$ cat src/rtl/cov_matrix_loader.sv
// Streams covariance elements into the shared LDL matrix, mirroring off-diagonals in symmetric mode.
// Element writes appear 1 cycle after accept; in_ready drops on mirror cycles and outside LOAD.
module cov_matrix_loader #(
  parameter int NUM_ROWS        = 169,
  parameter int WIDTH           = 32,
  parameter int SYMMETRIC_INPUT = 1,
  parameter int ROW_ADDR_WIDTH  = (NUM_ROWS > 1) ? $clog2(NUM_ROWS) : 1
) (
  input  logic                      clk,
  input  logic                      rst,
  input  logic                      load_start,
  input  logic [WIDTH-1:0]          in_data,
  input  logic                      in_valid,
  output logic                      in_ready,
  output logic                      initializing,
  output logic [ROW_ADDR_WIDTH-1:0] write_row_addr,
  output logic [ROW_ADDR_WIDTH-1:0] write_col_addr,
  output logic [WIDTH-1:0]          write_data,
  output logic                      write_ready,
  output logic                      start,
  input  logic                      finished,
  output logic                      busy,
  output logic                      done
);

  localparam logic [2:0] S_IDLE   = 3'd0;
  localparam logic [2:0] S_LOAD   = 3'd1;
  localparam logic [2:0] S_MIRROR = 3'd2;
  localparam logic [2:0] S_FLUSH  = 3'd3;
  localparam logic [2:0] S_KICK   = 3'd4;
  localparam logic [2:0] S_RUN    = 3'd5;
  localparam logic [2:0] S_DONE   = 3'd6;

  localparam bit SYM = (SYMMETRIC_INPUT != 0);
  localparam logic [ROW_ADDR_WIDTH-1:0] LAST_IDX = ROW_ADDR_WIDTH'(NUM_ROWS - 1);

  logic [2:0]                state_q, state_d;
  logic [ROW_ADDR_WIDTH-1:0] i_q, i_d;
  logic [ROW_ADDR_WIDTH-1:0] j_q, j_d;
  logic                      init_q, init_d;
  logic [ROW_ADDR_WIDTH-1:0] wr_row_q, wr_row_d;
  logic [ROW_ADDR_WIDTH-1:0] wr_col_q, wr_col_d;
  logic [WIDTH-1:0]          wr_data_q, wr_data_d;
  logic                      wr_vld_q, wr_vld_d;
  logic                      accept;
  logic                      last_elem;

  assign accept    = in_valid && (state_q == S_LOAD);
  assign last_elem = (i_q == LAST_IDX) && (j_q == LAST_IDX);

  always_comb begin
    state_d   = state_q;
    i_d       = i_q;
    j_d       = j_q;
    wr_row_d  = wr_row_q;
    wr_col_d  = wr_col_q;
    wr_data_d = wr_data_q;
    wr_vld_d  = 1'b0;
    case (state_q)
      S_IDLE: begin
        if (load_start) begin
          state_d = S_LOAD;
          i_d     = '0;
          j_d     = '0;
        end
      end
      S_LOAD: begin
        if (accept) begin
          wr_row_d  = i_q;
          wr_col_d  = j_q;
          wr_data_d = in_data;
          wr_vld_d  = 1'b1;
          if (last_elem) begin
            // Counters hold at (N-1,N-1) so they never wrap past the matrix.
            state_d = S_FLUSH;
          end else begin
            if (j_q == LAST_IDX) begin
              i_d = i_q + 1'b1;
              j_d = SYM ? i_q + 1'b1 : '0;
            end else begin
              j_d = j_q + 1'b1;
            end
            state_d = (SYM && (i_q != j_q)) ? S_MIRROR : S_LOAD;
          end
        end
      end
      S_MIRROR: begin
        // The last element is always diagonal, so a mirror never ends the load.
        wr_row_d = wr_col_q;
        wr_col_d = wr_row_q;
        wr_vld_d = 1'b1;
        state_d  = S_LOAD;
      end
      S_FLUSH: state_d = S_KICK;
      S_KICK:  state_d = S_RUN;
      S_RUN: begin
        if (finished) state_d = S_DONE;
      end
      S_DONE:  state_d = S_IDLE;
      default: state_d = S_IDLE;
    endcase
  end

  always_comb begin
    init_d = (state_d == S_LOAD) || (state_d == S_MIRROR) || (state_d == S_FLUSH);
  end

  always_ff @(posedge clk) begin
    if (rst) begin
      state_q   <= S_IDLE;
      i_q       <= '0;
      j_q       <= '0;
      init_q    <= 1'b0;
      wr_row_q  <= '0;
      wr_col_q  <= '0;
      wr_data_q <= '0;
      wr_vld_q  <= 1'b0;
    end else begin
      state_q   <= state_d;
      i_q       <= i_d;
      j_q       <= j_d;
      init_q    <= init_d;
      wr_row_q  <= wr_row_d;
      wr_col_q  <= wr_col_d;
      wr_data_q <= wr_data_d;
      wr_vld_q  <= wr_vld_d;
    end
  end

  assign in_ready       = (state_q == S_LOAD);
  assign initializing   = init_q;
  assign write_row_addr = wr_row_q;
  assign write_col_addr = wr_col_q;
  assign write_data     = wr_data_q;
  assign write_ready    = wr_vld_q;
  assign start          = (state_q == S_KICK);
  assign busy           = (state_q != S_IDLE);
  assign done           = (state_q == S_DONE);

endmodule

$ cat config.mk
export PLATFORM = sky130hd
export DESIGN_NAME = cov_matrix_loader
export DESIGN_NICKNAME = d
export VERILOG_FILES = /design/src/rtl/cov_matrix_loader.sv
export SDC_FILE = /design/constraint.sdc
export NUM_CORES = 1
export LEC_CHECK = 0
export ABC_AREA = 0
export CAP_MARGIN = 10
export CORE_UTILIZATION = 25
export CTS_CLUSTER_DIAMETER = 200
export DETAILED_ROUTE_END_ITERATION = 16
export PLACE_DENSITY = 0.52
export SLEW_MARGIN = 20
export SYNTH_ARGS = -nofsm -noshare
export SYNTH_HDL_FRONTEND = slang
export SYNTH_SLANG_ARGS = --single-unit
$ cat constraint.sdc
create_clock -name clk -period 2.1 [get_ports clk]
set_input_delay 0.21 -clock clk [delete_from_list [all_inputs] [get_ports clk]]
set_output_delay 0.21 -clock clk [all_outputs]
set_load 0.02 [all_outputs]
==> results.json <==
{
  "reg2reg_setup_slack_ps": 190,
  "yosys_warnings": 0,
  "grt_max_degree": 46,
  "drt-vias-per-instance": 4.65,
  "worst_skew_pair.late_latency_ps": 340,
  "cts_tree": "done",
  "seqPwrFrac": 0.401,
  "net_load_switching_power_uw": 816,
  "grt_first_pass_wirelength_mm": 14.6,
  "critical_path_required_ps": 1890,
  "timing.reg2reg.worst_path_depth": 7,
  "timing_hold_violations_final": 0,
  "syn_inst": 414,
  "root_buffer": "clkbuf_16",
  "holdPathStages": 2,
  "worst_setup_path_end_kind": "primary output",
  "num_io_pins": 91,
  "grt_setup_unrepaired": "false",
  "htreeDepth": 3,
  "hold_start": "rst",
  "final_critical_path_setup_slack_ps": 186,
  "final_nets": 545,
  "syn_to_final_growth_pct": 45.0,
  "power_switching_share": 0.239,
  "setup_viol": 0,
  "gp_routability_congestion": 0.830,
  "finalWorstPathRequiredPeriod_ps": 1910,
  "drtIter0Drc": 173,
  "fill_cells": 1359,
  "drc": 0,
  "synthesized_area_divided_by_synthesized_cell_count_um2": 7.82,
  "r2r_start": "i_q[1]",
  "worstHoldPathType": "input port to register",
  "postSynthNetCount": 455,
  "mappedNetlistArea_mm2": 0.00324,
  "clock_path_buffers": 2,
  "tightest_slew_ps": 589,
  "synthArstFlopShare": 0,
  "final_cells": 681,
  "numPortBuffers": 90,
  "cell_internal_power_uw": 2600,
  "clk_transition_reported_paths_ps": 60,
  "diode_count": 0,
  "initial_core_util": 0.257,
  "max_slew_margin": 0.607,
  "worst_clock_skew_ps": 6.45,
  "worst-path-max-fanout": 8,
  "path_class": "register to primary output",
  "first_pass_iters": 4,
  "period_share": 0.912,
  "post_synth_main_area_contributors": "dfxtp_1 43%, nand2_1 13%, a21oi_1 5.9%",
  "fp.dieArea_mm2": 0.0134,
  "maxcap_viol_count": 0,
  "totalNegativeSetupSlack_ps": 0,
  "placed_cells_incl_taps": 665,
  "cellPowerDensity_mw_per_mm2": 728,
  "worst_ep_arrival_time_ps": 1700,
  "clkPwrFrac": 0.484,
  "synth_top_flop_cell": "dfxtp_1",
  "maxSlewViolCount": 0,
  "hold_buffers": 0,
  "floorplan_row_count": 41,
  "synth.ff_latch_count": 69,
  "result_of_the_run": "finished clean",
  "post_route_cells_drive_above_1_share": 0.112,
  "synthDominantAreaCellType": "dfxtp_1",
  "post_cts_buffers": 0,
  "chipHeight_um": 116,
  "grt_util_all_layers": 0.143,
  "combinational_share_of_power": 0.115,
  "fp.coreArea_mm2": 0.0126,
  "synth_largest_type_area_fraction": 0.427,
  "yosysSeqAreaShare": 0.427,
  "antenna_violations_before_repair": 0,
  "preCtsSetupSlack_ps": 114,
  "grt_pass1_vias": 2952,
  "gr-total-overflow": 0,
  "cts_num_sinks": 69,
  "finalWirelength_mm": 9.21,
  "cts-buffers-inserted": 9,
  "leakage_uw": 0.00169,
  "hpwlAfterDp_mm": 6.70,
  "post_drt_wl_per_cell_um": 13.5,
  "synth_enable_flop_cells": 0,
  "whs_endpoint": "state_q[2]",
  "post_synth_num_cell_types": 54,
  "placed_cell_area_mm2": 0.00436,
  "num_vias": 3168,
  "antenna_violation_net_count_after_detailed_routing": 0,
  "clock.fmax_mhz": 522,
  "design_power_total_uw": 3420,
  "die_width_um": 116,
  "irDropWorstVdd_mv": 0.270,
  "design_area_mm2": 0.00469,
  "regToRegEndpoint": "j_q[3]",
  "setup.worst_path.start_class": "register"
}
## final cells by class
class / count / area, um^2 / share of cell area
clock buffers: 10 / 239 / 0.0509
clock inverters: 6 / 86.3 / 0.0184
inverters: 12 / 45.0 / 0.00959
multi-input cells: 302 / 1680 / 0.357
flip-flops and latches: 69 / 1380 / 0.295
well taps: 172 / 215 / 0.0458
repair buffers: 110 / 1050 / 0.223
## cells in the mapped netlist (2+ instances only)
library cell / count
nor3_2: 2
buf_6: 2
and2_1: 2
nor2_1: 31
dfxtp_1: 69
a21oi_1: 38
nor2_2: 2
nand4_1: 2
xnor2_1: 13
nor3_1: 9
nor4_1: 2
buf_1: 2
o21ai_1: 4
and3b_1: 2
a31oi_1: 2
clkbuf_1: 17
and4_1: 3
inv_1: 12
nand2_1: 115
a311oi_1: 16
a211o_2: 2
o21ai_0: 14
nand3_1: 11
buf_2: 9
ha_1: 4
## logic make-up (layout without fill, tap and decap cells)
family / after synthesis / in the layout / share of synthesized area
adders and majority gates: 4 / 4 / 0.0155
xor gates and xnor gates: 13 / 13 / 0.0352
muxes: 1 / 1 / 0.00348
buffers and inverters: 43 / 138 / 0.0591
AOI/OAI and AO/OA: 90 / 90 / 0.184
and+or+nand+nor: 194 / 194 / 0.276
DFF: 69 / 69 / 0.427
## state kept, by name, summed over array words and instances (netlist names)
name / cells
initializing: 1
write_data: 32
write_ready: 1
write_row_addr: 8
j_q: 8
i_q: 8
write_col_addr: 8
state_q: 3
## power groups by stage
stage	logic [uW]	registers, uW	clock network, uW
after detailed placement	397	1400	0
after global placement	395	1400	0
final	392	1370	1650
after CTS	398	1370	1700
after floorplan	150	1440	0
after global routing	426	1370	1760
## per-stage QoR
step	hold slack (ps)	utilization
after floorplan	346	-
after global placement	441	0.346
after detailed placement	447	0.346
after CTS	336	0.372
after global routing	390	0.372
final	354	0.372
## cells in the final DEF, fill, tap and decap left out, drive strengths merged, types with 3 or more instances in the layout
| cell | instances |
|---|---|
| nand2 | 115 |
| clkdlybuf4s50 | 88 |
| dfxtp | 69 |
| a21oi | 38 |
| nor2 | 33 |
| buf | 21 |
| o21ai | 19 |
| a311oi | 16 |
| xnor2 | 13 |
| inv | 12 |
| nand3 | 12 |
| nor3 | 11 |
| clkbuf | 10 |
| ha | 4 |
| and4 | 3 |
| nand4 | 3 |
| clkinv | 3 |
## metal layers
metal  track usage  share of wire  vias up  routed length (um)
li1              -              -     1603                   -
met1         0.188           0.48     1493                4380
met2         0.224           0.47       62                4300
met3        0.0324          0.041       10                 378
met4        0.0650          0.016        0                 144
met5             0              0        -                   0
## worst max path at each step
stage | start | to | slack [ps]
after global routing | i_q[1] | i_q[4] | 80
after detailed placement | in_valid | i_q[6] | 110
final | state_q[0] | done | 190
after global placement | in_valid | i_q[5] | 140
after CTS | state_q[2] | in_ready | 40
after floorplan | j_q[0] | j_q[4] | 300
## worst max-delay path: stages (launching register included)
cell	delay (ps)
dfxtp_1	360
buf_4	180
and3b_1	210
clkdlybuf4s50_1	620
## what timing repair did
| action | 4_1_cts | 5_1_grt |
|---|---|---|
| endpoints found under the hold margin | 0 | 0 |
| endpoints found under the setup margin | 1 | 1 |
| gates resized for setup | 2 | 1 |
Note: power is estimated with default switching activity, not from simulation.
